## src/rtl/minirisc_control_fsm.sv

```systemverilog
// Multi-cycle control sequencer for the MiniRISC 8-bit CPU: fetch over a
// req/ack port, decode, then ALU, memory or branch step, with PC ownership.
module minirisc_control_fsm #(
    parameter int                    PC_WIDTH = 8,
    parameter logic [PC_WIDTH-1:0]   RESET_PC = '0
) (
    input  logic                i_Clk,
    input  logic                i_Reset,
    output logic                o_IMem_Req,
    output logic [PC_WIDTH-1:0] o_IMem_Addr,
    input  logic                i_IMem_Ack,
    input  logic [7:0]          i_IMem_Data,
    input  logic [7:0]          i_Read_Data_1,
    output logic [1:0]          o_Reg1,
    output logic [2:0]          o_Reg_Imm,
    output logic [1:0]          o_Write_Sel,
    output logic                o_Write_En,
    output logic                o_UseMem,
    output logic [1:0]          o_Alu_Op,
    output logic                o_Alu_Src_Imm,
    output logic                o_DMem_Req,
    output logic                o_DMem_We,
    input  logic                i_DMem_Ack,
    output logic                o_Retire,
    output logic                o_Halted
);

    typedef enum logic [2:0] {
        S_FETCH, S_DECODE, S_EXEC, S_MEM, S_BRANCH, S_HALT
    } state_t;

    localparam logic [2:0] OP_ADDI = 3'b100;
    localparam logic [2:0] OP_LD   = 3'b101;
    localparam logic [2:0] OP_ST   = 3'b110;
    localparam logic [2:0] OP_BNZ  = 3'b111;

    state_t              state, state_next;
    logic [PC_WIDTH-1:0] pc, pc_next;
    logic [7:0]          ir, ir_next;
    logic [2:0]          opcode;
    logic [PC_WIDTH-1:0] imm_sext;

    assign opcode   = ir[7:5];
    assign imm_sext = {{(PC_WIDTH-3){ir[2]}}, ir[2:0]};

    // IR only changes on a fetch ack, so the selects stay stable until retire.
    assign o_IMem_Addr = pc;
    assign o_Reg1      = ir[4:3];
    assign o_Write_Sel = ir[4:3];
    assign o_Reg_Imm   = ir[2:0];

    // NOTE: sequential state uses non-blocking assignments so every register
    // samples the pre-edge values of the others.
    always_ff @(posedge i_Clk) begin
        if (i_Reset) begin
            state <= S_FETCH;
            pc    <= RESET_PC;
            ir    <= 8'h00;
        end else begin
            state <= state_next;
            pc    <= pc_next;
            ir    <= ir_next;
        end
    end

    // NOTE: defaults first so no path through the case leaves a variable
    // unassigned, which would infer a latch.
    always_comb begin
        state_next = state;
        pc_next    = pc;
        ir_next    = ir;
        case (state)
            S_FETCH: begin
                if (i_IMem_Ack) begin
                    ir_next    = i_IMem_Data;
                    pc_next    = pc + PC_WIDTH'(1);
                    state_next = S_DECODE;
                end
            end
            S_DECODE: begin
                if (opcode == OP_BNZ)
                    state_next = (ir[2:0] == 3'b000) ? S_HALT : S_BRANCH;
                else if (opcode == OP_LD || opcode == OP_ST)
                    state_next = S_MEM;
                else
                    state_next = S_EXEC;
            end
            S_EXEC:   state_next = S_FETCH;
            S_MEM:    if (i_DMem_Ack) state_next = S_FETCH;
            S_BRANCH: begin
                // pc already points past the branch; offset wraps modulo 2^PC_WIDTH.
                if (i_Read_Data_1 != 8'h00) pc_next = pc + imm_sext;
                state_next = S_FETCH;
            end
            S_HALT:   state_next = S_HALT;
            default:  state_next = S_FETCH;
        endcase
    end

    // Reset gates every strobe so an ack landing in the reset cycle does nothing.
    always_comb begin
        o_IMem_Req    = 1'b0;
        o_Write_En    = 1'b0;
        o_UseMem      = 1'b0;
        o_Alu_Op      = 2'b00;
        o_Alu_Src_Imm = 1'b0;
        o_DMem_Req    = 1'b0;
        o_DMem_We     = 1'b0;
        o_Retire      = 1'b0;
        o_Halted      = 1'b0;
        if (!i_Reset) begin
            case (state)
                S_FETCH: o_IMem_Req = 1'b1;
                S_EXEC: begin
                    o_Alu_Op      = (opcode == OP_ADDI) ? 2'b00 : opcode[1:0];
                    o_Alu_Src_Imm = (opcode == OP_ADDI);
                    o_Write_En    = 1'b1;
                    o_Retire      = 1'b1;
                end
                S_MEM: begin
                    o_DMem_Req = 1'b1;
                    o_DMem_We  = (opcode == OP_ST);
                    if (i_DMem_Ack) begin
                        o_Retire   = 1'b1;
                        o_Write_En = (opcode == OP_LD);
                        o_UseMem   = (opcode == OP_LD);
                    end
                end
                S_BRANCH: o_Retire = 1'b1;
                S_HALT:   o_Halted = 1'b1;
                default: ;
            endcase
        end
    end

endmodule

```

## config.mk

```make
export PLATFORM = sky130hd
export DESIGN_NAME = minirisc_control_fsm
export DESIGN_NICKNAME = d
export VERILOG_FILES = /design/src/rtl/minirisc_control_fsm.sv
export SDC_FILE = /design/constraint.sdc
export NUM_CORES = 1
export LEC_CHECK = 0
export ABC_AREA = 0
export CAP_MARGIN = 25
export CORE_MARGIN = 8
export CORE_UTILIZATION = 48
export CTS_CLUSTER_SIZE = 8
export DETAILED_ROUTE_END_ITERATION = 6
export PLACE_DENSITY = 0.85
export SLEW_MARGIN = 20
export SYNTH_ARGS = -nofsm -noshare
export SYNTH_HDL_FRONTEND = slang
export SYNTH_SLANG_ARGS = --single-unit
export TNS_END_PERCENT = 5
```

## constraint.sdc

```tcl
create_clock -name i_Clk -period 5.1 [get_ports i_Clk]
set_input_delay 1.02 -clock i_Clk [delete_from_list [all_inputs] [get_ports i_Clk]]
set_output_delay 1.02 -clock i_Clk [all_outputs]
set_load 0.02 [all_outputs]
```

Yosys cells after proc, flatten, opt, wreduce, memory -nomap -nowiden
Cells that the tools add are included.
Word-level totals
  register bits: 19
  output and inout bits: 25
  logic and storage cells: 56
Cells by class
  add/subtract/negate cells: 2
  eq/ne operators: 12
  muxes and demuxes: 30
  reductions and logical operators: 9
Operators by type and width (number)
  $eq 3x3->1 const B: 6
  $mux 1: 18
  $mux 8: 2
  $pmux 8 s2: 1
  $pmux 3 s4: 1
  $mux 3: 3
  $add 8x1->8 const B: 1
  $add 8x8->8: 1
  $reduce_bool 8->1: 1
  $eq 3x2->1 const B: 2
  $logic_not 3->1: 2
  $mux 2: 3
  $ne 2x2->1 const B: 3
  $pmux 1 s2: 2
  $reduce_and 2->1: 2
  $eq 3x1->1 const B: 1
  $reduce_and 3->1: 1
  $reduce_bool 2->1: 1
  $reduce_or 2->1: 1
  $logic_or 1x1->1: 1

Logic depth before layout (Yosys ltp)
Gate-level depths: netlist of the first run.
  depth after elaboration: 5
  depth in mapped cells: 10

Worst setup path before layout of the first run
No wires, ideal clock.
  path type: input -> output
  from: input i_Reset
  to: output o_Write_En
  arrival time: 2542 ps
  data required time: 4080 ps
  path slack: 1538 ps
  cell stages on the path: 3
  path through: nor4b_1 > and4_1 > or2_2
On the way
  cells in the longest elaborated chain, start to end: 1
Ends and longest elaborated chain
  from (decl): RTL line 8  | input logic i_Reset,
  $mux 1: RTL line 111  | if (!i_Reset) begin
  to (decl): RTL line 17  | output logic o_Write_En,
Every way passes these cells.

Worst setup path in the final report of the first run
Same ends and word-level chain as after synthesis.

==> summary.txt, run 1 <==
STA
  • Fin crit share: 0.851
  • Setup TNS: 0 ns
  • Count of final setup violators: 0
  • Maximum clock frequency: ~230 MHz
  • Final hold violations: 0
  • Tmin final: approximately 4.3 ns
  • Relative slew margins: 0.623
  • Worst-margin pin slew: about 0.56 ns
  • Slew Limit Fails: 0
  • Skew final: 0.0113 ns
  • Unrepaired setup endpoints after global routing: no

GRT
  • Antenna violations before repair: 0
  • GRT overflow: 0
  • Largest net degree at the start of global routing: 19
  • Vias in the first global route: roughly 1200
  • Total GRT Usage: 0.152
  • Global-route wire length before repair: around 5500 um

Power and ir drop
  • Clock group share of total power: 0.220
  • Sw power: 116 uW
  • VDD IR max: 0.000181 V
  • Cell-internal power: 237 uW
  • Comb pwr share: 0.287
  • P per Cell Area: between 200 and 250 nW/um^2
  • Static Leak: 0.617 nW
  • Total Power: about 350 uW
  • Sequential Power Share: 0.493
  • Sw Share: 0.328

Worst setup path
  • Critical setup path kind: in -> out
  • Max stage delay cell, worst path: clkdlybuf4s50_1
  • CP top delay family: buffers and inverters
  • Cell mode on critical path: clkdlybuf4s50_1
  • Crit-path max cell delay: around 0.64 ns
  • Critical Path Sink Type: output port
  • Data arrival, critical path: between 3 and 4 ns
  • Crit path buffers/inverters: 2
  • Setup crit start kind: input port
  • Cell Chain, Critical Path: clkdlybuf4s50_1 -> nor4b_1 -> and4_1 -> or2_2 -> clkdlybuf4s50_1
  • Critical Path Start: i_Reset
  • CP required: around 4.1 ns
  • Critical-path maximum fanout: 13
  • R2r startpoint: state[2]$_SDFFE_PP0P_

Clock tree
  • Cts hold-fix bufs: 0
  • CTS sink count: 19
  • Clk buf depth: 2
  • TritonCTS clock tree: done
  • H-tree levels: 1
  • Post-CTS Resized: 0
  • Worst-Skew Late Latency: 0.30 ns
  • CTS buffer count: 3
  • Number of post-CTS setup repair buffers: 0
  • Root buf cell: clkbuf_4
  • Clk pin slew, worst setup/hold paths: 0.12 ns

Synthesis
  • Sequential share of the synthesized area: 0.302
  • Seq cells post-synth: 19
  • Synth Flop Type: dfxtp_1
  • Yosys top cell by area: dfxtp_1
  • Gate Count Post-Synth: 157
  • Syn Nets: 180
  • Synth cell types: 46
  • Top cell type's share of synthesized area: 0.302
  • Synth area leaders: dfxtp_1, nand2_1, mux2_1
  • FFs w/ async S/R, synth: 0
  • Post-synth EDFFs: 0
  • Yosys Warn Count: 0
  • Post-synthesis cell area: around 1300 um^2
  • Avg Cell Area, Syn: roughly 8.0 um^2

Job
  • Max-Cap Viols: 0

Route
  • Drt total wl: roughly 3300 um
  • Remaining DRCs: 0
  • Total iterations of the first detailed-routing run: 4
  • Final ANT Viol Nets: 0
  • Via Count: between 1000 and 1500
  • Vias per Instance: 5.69
  • Wire length per cell: between 15 and 20 um
  • Starting DRT DRC Count: 83

Place
  • Routability Congestion: about 0.81
  • Placed inst area: between 1500 and 2000 um^2
  • Detail Placement HPWL: around 2600 um
  • Port Buf Inserts: between 40 and 50

Floorplan
  • Rows: 18
  • IO Pins: 45
  • Die height: 67.2 um
  • Initial Utilization: 0.509
  • Core region area: 2480 um^2
  • Die ar.: about 4500 um^2
  • Chip Width: just under 70 um

Status
  • Status: completed

Layout
  • Layout cells sized above 1: 0.0632
  • Diode count: 0
  • Nets: roughly 210
  • Commonest non-fill, non-tap cell in the layout: clkdlybuf4s50_1
  • Commonest non-fill, non-tap cells in the layout: clkdlybuf4s50_1, nand2_1, dfxtp_1, a21oi_1, nor2_1
  • Layout Area Growth over Synthesis: 33.1%
  • Fill count: between 200 and 250
  • Cell area after layout: 1680 um^2

Worst hold path
  • Worst hold start: ir[3]$_SDFFE_PP0P_
  • HP Class: reg -> reg
-- worst paths after layout --
check | to | slack, ns | depth (start not counted)
worst max-delay path | o_Write_En | 0.76 | 5
worst min-delay path | ir[3]$_SDFFE_PP0P_ | 0.48 | 2
worst max register to register | o_IMem_Addr[3]$_SDFFE_PP0P_ | 2.33 | 8
worst min register to register | ir[3]$_SDFFE_PP0P_ | 0.48 | 2
-- power groups by stage --
stage	registers [mW]	logic (mW)	clock network, mW
6_report	0.174	0.101	0.0779
5_1_grt	0.176	0.109	0.0881
4_1_cts	0.174	0.102	0.0809
3_5_place_dp	0.177	0.101	0
3_3_place_gp	0.176	0.0975	0
2_1_floorplan	0.172	0.0685	0
-- final cells by class --
type	instances	area [um^2]	area share
multi-input combinational	116	761	0.454
timing repair buffer	45	448	0.267
sequential	19	380	0.227
tap	30	37.5	0.0224
clock buffer	3	22.5	0.0134
inverter	6	22.5	0.0134
clock inverter	1	5.00	0.00299
-- per-layer routing --
metal,global-route usage,wire length [um],part of all wire
met4,0.0627,52,0.016
met1,0.179,1360,0.41
met5,0,0,0
met3,0.0265,180,0.054
met2,0.266,1720,0.52
-- through the flow --
stage | setup WS (ns) | std cells | hold WS, ns | util
final | 0.762 | 220 | 0.484 | 0.677
after global routing | 0.644 | 220 | 0.506 | 0.677
after CTS | 0.782 | 220 | 0.486 | 0.677
after detailed placement | 0.788 | 216 | 0.468 | 0.666
after global placement | 1.01 | 216 | 0.460 | 0.666
after floorplan | 1.54 | 157 | 0.450 | -
-- cells in the mapped netlist, drive strengths merged (2+ instances only) --
cell,n
nand2,21
dfxtp,19
a21oi,12
buf,10
nor2,9
nor2b,7
clkbuf,6
inv,6
mux2,6
a22oi,5
nand4,5
nor3,5
and2,4
nand3,4
o21ai,4
nand2b,3
a21o,2
a31oi,2
ha,2
nor3b,2
nor4,2
or4,2
-- registers in the layout (all words and copies together) (netlist names) --
| signal | flops |
|---|---|
| ir | 8 |
| state | 3 |
| o_IMem_Addr | 8 |
-- cells by family (layout without fill, tap and decap cells) --
family,Yosys count,in the layout,synth area share
AND/OR/NAND/NOR,75,75,0.344
AO/OA/AOI/OAI,31,31,0.164
buffers and inverters,22,55,0.0943
flip-flops,19,19,0.302
multiplexers,6,6,0.0536
adder cells (fa/ha/maj),3,3,0.0357
XOR/XNOR,1,1,0.00695
-- worst min-delay path: cells and delay by family, from the launching register on --
family             cells  cell delay (ns)
and+or+nand+nor        1             0.05
DFF                    1             0.34
AOI/OAI and AO/OA      1             0.06
No activity file was read; power rests on OpenSTA's default activity.
==> run 2, diff against run 1 <==
--- a/config.mk
+++ b/config.mk
@@ -12,7 +12,7 @@
 export CTS_CLUSTER_SIZE = 8
 export DETAILED_ROUTE_END_ITERATION = 6
 export PLACE_DENSITY = 0.85
-export SLEW_MARGIN = 20
+export SLEW_MARGIN = 40
 export SYNTH_ARGS = -nofsm -noshare
 export SYNTH_HDL_FRONTEND = slang
 export SYNTH_SLANG_ARGS = --single-unit
==> results of run 2 <==
The final DEF is identical to that of run 1; final timing and power are the same.
==> run 3, diff against run 2 <==
==> constraint.sdc (replaced) <==
create_clock -name i_Clk -period 5.1 [get_ports i_Clk]
set_input_delay 1.02 -clock i_Clk [delete_from_list [all_inputs] [get_ports i_Clk]]
set_output_delay 1.02 -clock i_Clk [all_outputs]
set_load 0.1 [all_outputs]
==> run 3 against run 2 <==
- worst hold slack got worse by 0.013 ns
- fmax grew 19%
- via count fell by 2.0%
- die area did not move
- final area down 5.1%
- sequential power is essentially flat
- critical path depth increased by 1
- power increased by 15%
==> summary.txt, run 3 (synthesized netlist as in run 1, its figures left out) <==
Status
  • Status: completed (unchanged)

Floorplan
  • Die ar.: 4520 um^2 (unchanged)
  • Initial Utilization: 0.509 (unchanged)
  • Core region area: 2480 um^2 (unchanged)
  • Die height: 67.2 um (unchanged)
  • Rows: 18 (unchanged)
  • Chip Width: 67.2 um (unchanged)
  • IO Pins: 45 (unchanged)

Clock tree
  • Worst-Skew Late Latency: 0.30 ns (about the same)
  • TritonCTS clock tree: done (unchanged)
  • Clk buf depth: 2 (unchanged)
  • Root buf cell: clkbuf_4 (unchanged)
  • Number of post-CTS setup repair buffers: 0 (unchanged)
  • CTS buffer count: 3 (unchanged)
  • Post-CTS Resized: 0 (unchanged)
  • CTS sink count: 19 (unchanged)
  • Clk pin slew, worst setup/hold paths: 0.11 ns (was 0.12 ns)
  • Cts hold-fix bufs: 0 (unchanged)
  • H-tree levels: 1 (unchanged)

Power and ir drop
  • Cell-internal power: 230 uW (was 237 uW)
  • Sw power: 176 uW (was 116 uW)
  • Total Power: 407 uW (was 353 uW)
  • Comb pwr share: 0.382 (was 0.287)
  • Static Leak: 0.668 nW (was 0.617 nW)
  • VDD IR max: 0.000211 V (was 0.000181 V)
  • Sw Share: 0.433 (was 0.328)
  • Sequential Power Share: 0.428 (was 0.493)
  • Clock group share of total power: 0.189 (was 0.220)
  • P per Cell Area: 255 nW/um^2 (was 211 nW/um^2)

Route
  • Final ANT Viol Nets: 0 (unchanged)
  • Drt total wl: 3400 um (was 3310 um)
  • Starting DRT DRC Count: 108 (was 83)
  • Wire length per cell: 15.5 um (was 15.0 um)
  • Vias per Instance: 5.57 (was 5.69)
  • Via Count: 1226 (was 1251)
  • Total iterations of the first detailed-routing run: 4 (unchanged)
  • Remaining DRCs: 0 (unchanged)

Layout
  • Diode count: 0 (unchanged)
  • Commonest non-fill, non-tap cell in the layout: nand2_1 (was clkdlybuf4s50_1)
  • Layout Area Growth over Synthesis: 26.3% (was 33.1%)
  • Nets: 214 (unchanged)
  • Layout cells sized above 1: 0.200 (was 0.0632)
  • Fill count: 240 (was 215)
  • Commonest non-fill, non-tap cells in the layout: nand2_1, clkdlybuf4s50_1, dfxtp_1, buf_2, a21oi_1 (was clkdlybuf4s50_1, nand2_1, dfxtp_1, a21oi_1, nor2_1)
  • Multi-input logic area: 776 um^2 (was 761 um^2)
  • Register area: 380 um^2 (unchanged)

GRT
  • Largest net degree at the start of global routing: 30 (was 19)
  • Antenna violations before repair: 0 (unchanged)
  • GRT overflow: 0 (unchanged)
  • Vias in the first global route: 1196 (was 1208)
  • Total GRT Usage: 0.156 (was 0.152)
  • Global-route wire length before repair: 5640 um (was 5550 um)

STA
  • Skew final: 0.00286 ns (was 0.0113 ns)
  • Worst-margin pin slew: 0.501 ns (was 0.557 ns)
  • Unrepaired setup endpoints after global routing: no (unchanged)
  • Relative slew margins: 0.668 (was 0.623)
  • Setup TNS: 0 ns (unchanged)
  • Tmin final: 3.66 ns (was 4.34 ns)
  • Final hold violations: 0 (unchanged)
  • Slew Limit Fails: 0 (unchanged)
  • Maximum clock frequency: 274 MHz (was 231 MHz)
  • Final setup margin: 1.44 ns (was 0.762 ns)
  • Fin crit share: 0.717 (was 0.851)
  • Count of final setup violators: 0 (unchanged)

Place
  • Setup WS pre-CTS: 1.44 ns (was 0.788 ns)
  • Detail Placement HPWL: 2580 um (was 2630 um)
  • Port Buf Inserts: 44 (unchanged)
  • Routability Congestion: 0.836 (was 0.806)

Job
  • Max-Cap Viols: 0 (unchanged)

Worst setup path
  • Critical Path Sink Type: output port (unchanged)
  • Critical setup path kind: in -> out (unchanged)
  • Data arrival, critical path: 2.64 ns (was 3.32 ns)
  • CP required: 4.08 ns (about the same)
  • Critical-path maximum fanout: 29 (was 13)
  • Setup crit start kind: input port (unchanged)

Worst hold path
  • HP Class: reg -> reg (unchanged)
-- run 3: changes by cell type in the layout (fill, tap and decap cells not counted) --
cell             delta
buf_4              +10
clkdlybuf4s50_1    -25
nor4b_1             -1
nor4b_4             +1
buf_2              +15
-- run 3: layout make-up --
type	instances	share of cell area
clock inverter	1	0.00314
multi-input combinational	116	0.487
tap	30	0.0236
inverter	6	0.0142
sequential	19	0.239
timing repair buffer	45	0.219
clock buffer	3	0.0142
-- run 3: critical path: stages --
cell and delay [ns]:
clkdlybuf4s50_1 0.40, buf_4 0.23, nor4b_4 0.34, and4_1 0.25, or2_2 0.11, buf_4 0.28
-- run 3: routing by layer --
layer | part of all wire | track usage | vias up | routed length (um)
li1 | - | - | 615 | -
met1 | 0.41 | 0.187 | 581 | 1410
met2 | 0.54 | 0.275 | 28 | 1830
met3 | 0.039 | 0.0315 | 2 | 134
met4 | 0.011 | 0.0470 | 0 | 36
met5 | 0 | 0 | - | 0
-- run 3: path summary, 6_finish.rpt --
kind | from | endpoint | slack (ns) | depth (start not counted)
worst min register to register | ir[3]$_SDFFE_PP0P_ | ir[3]$_SDFFE_PP0P_ | 0.47 | 2
worst max-delay path | i_Reset | o_Write_En | 1.44 | 6
worst max register to register | state[2]$_SDFFE_PP0P_ | o_IMem_Addr[6]$_SDFFE_PP0P_ | 2.33 | 7
worst min-delay path | ir[3]$_SDFFE_PP0P_ | ir[3]$_SDFFE_PP0P_ | 0.47 | 2
-- run 3: per-stage QoR --
step	utilization	area (um^2)	std cells	hold WS [ns]
floorplan	-	1270	157	0.450
global placement	0.662	1640	216	0.459
detailed placement	0.631	1560	216	0.460
CTS	0.642	1590	220	0.476
global route	0.642	1590	220	0.493
finish	0.642	1590	220	0.471
-- run 3: power groups by stage --
stage / clock (mW) / combinational [mW] / sequential [mW]
6_report: 0.0769 / 0.156 / 0.174
5_1_grt: 0.0850 / 0.164 / 0.176
4_1_cts: 0.0778 / 0.156 / 0.174
3_5_place_dp: 0 / 0.155 / 0.178
3_3_place_gp: 0 / 0.158 / 0.177
2_1_floorplan: 0 / 0.115 / 0.186
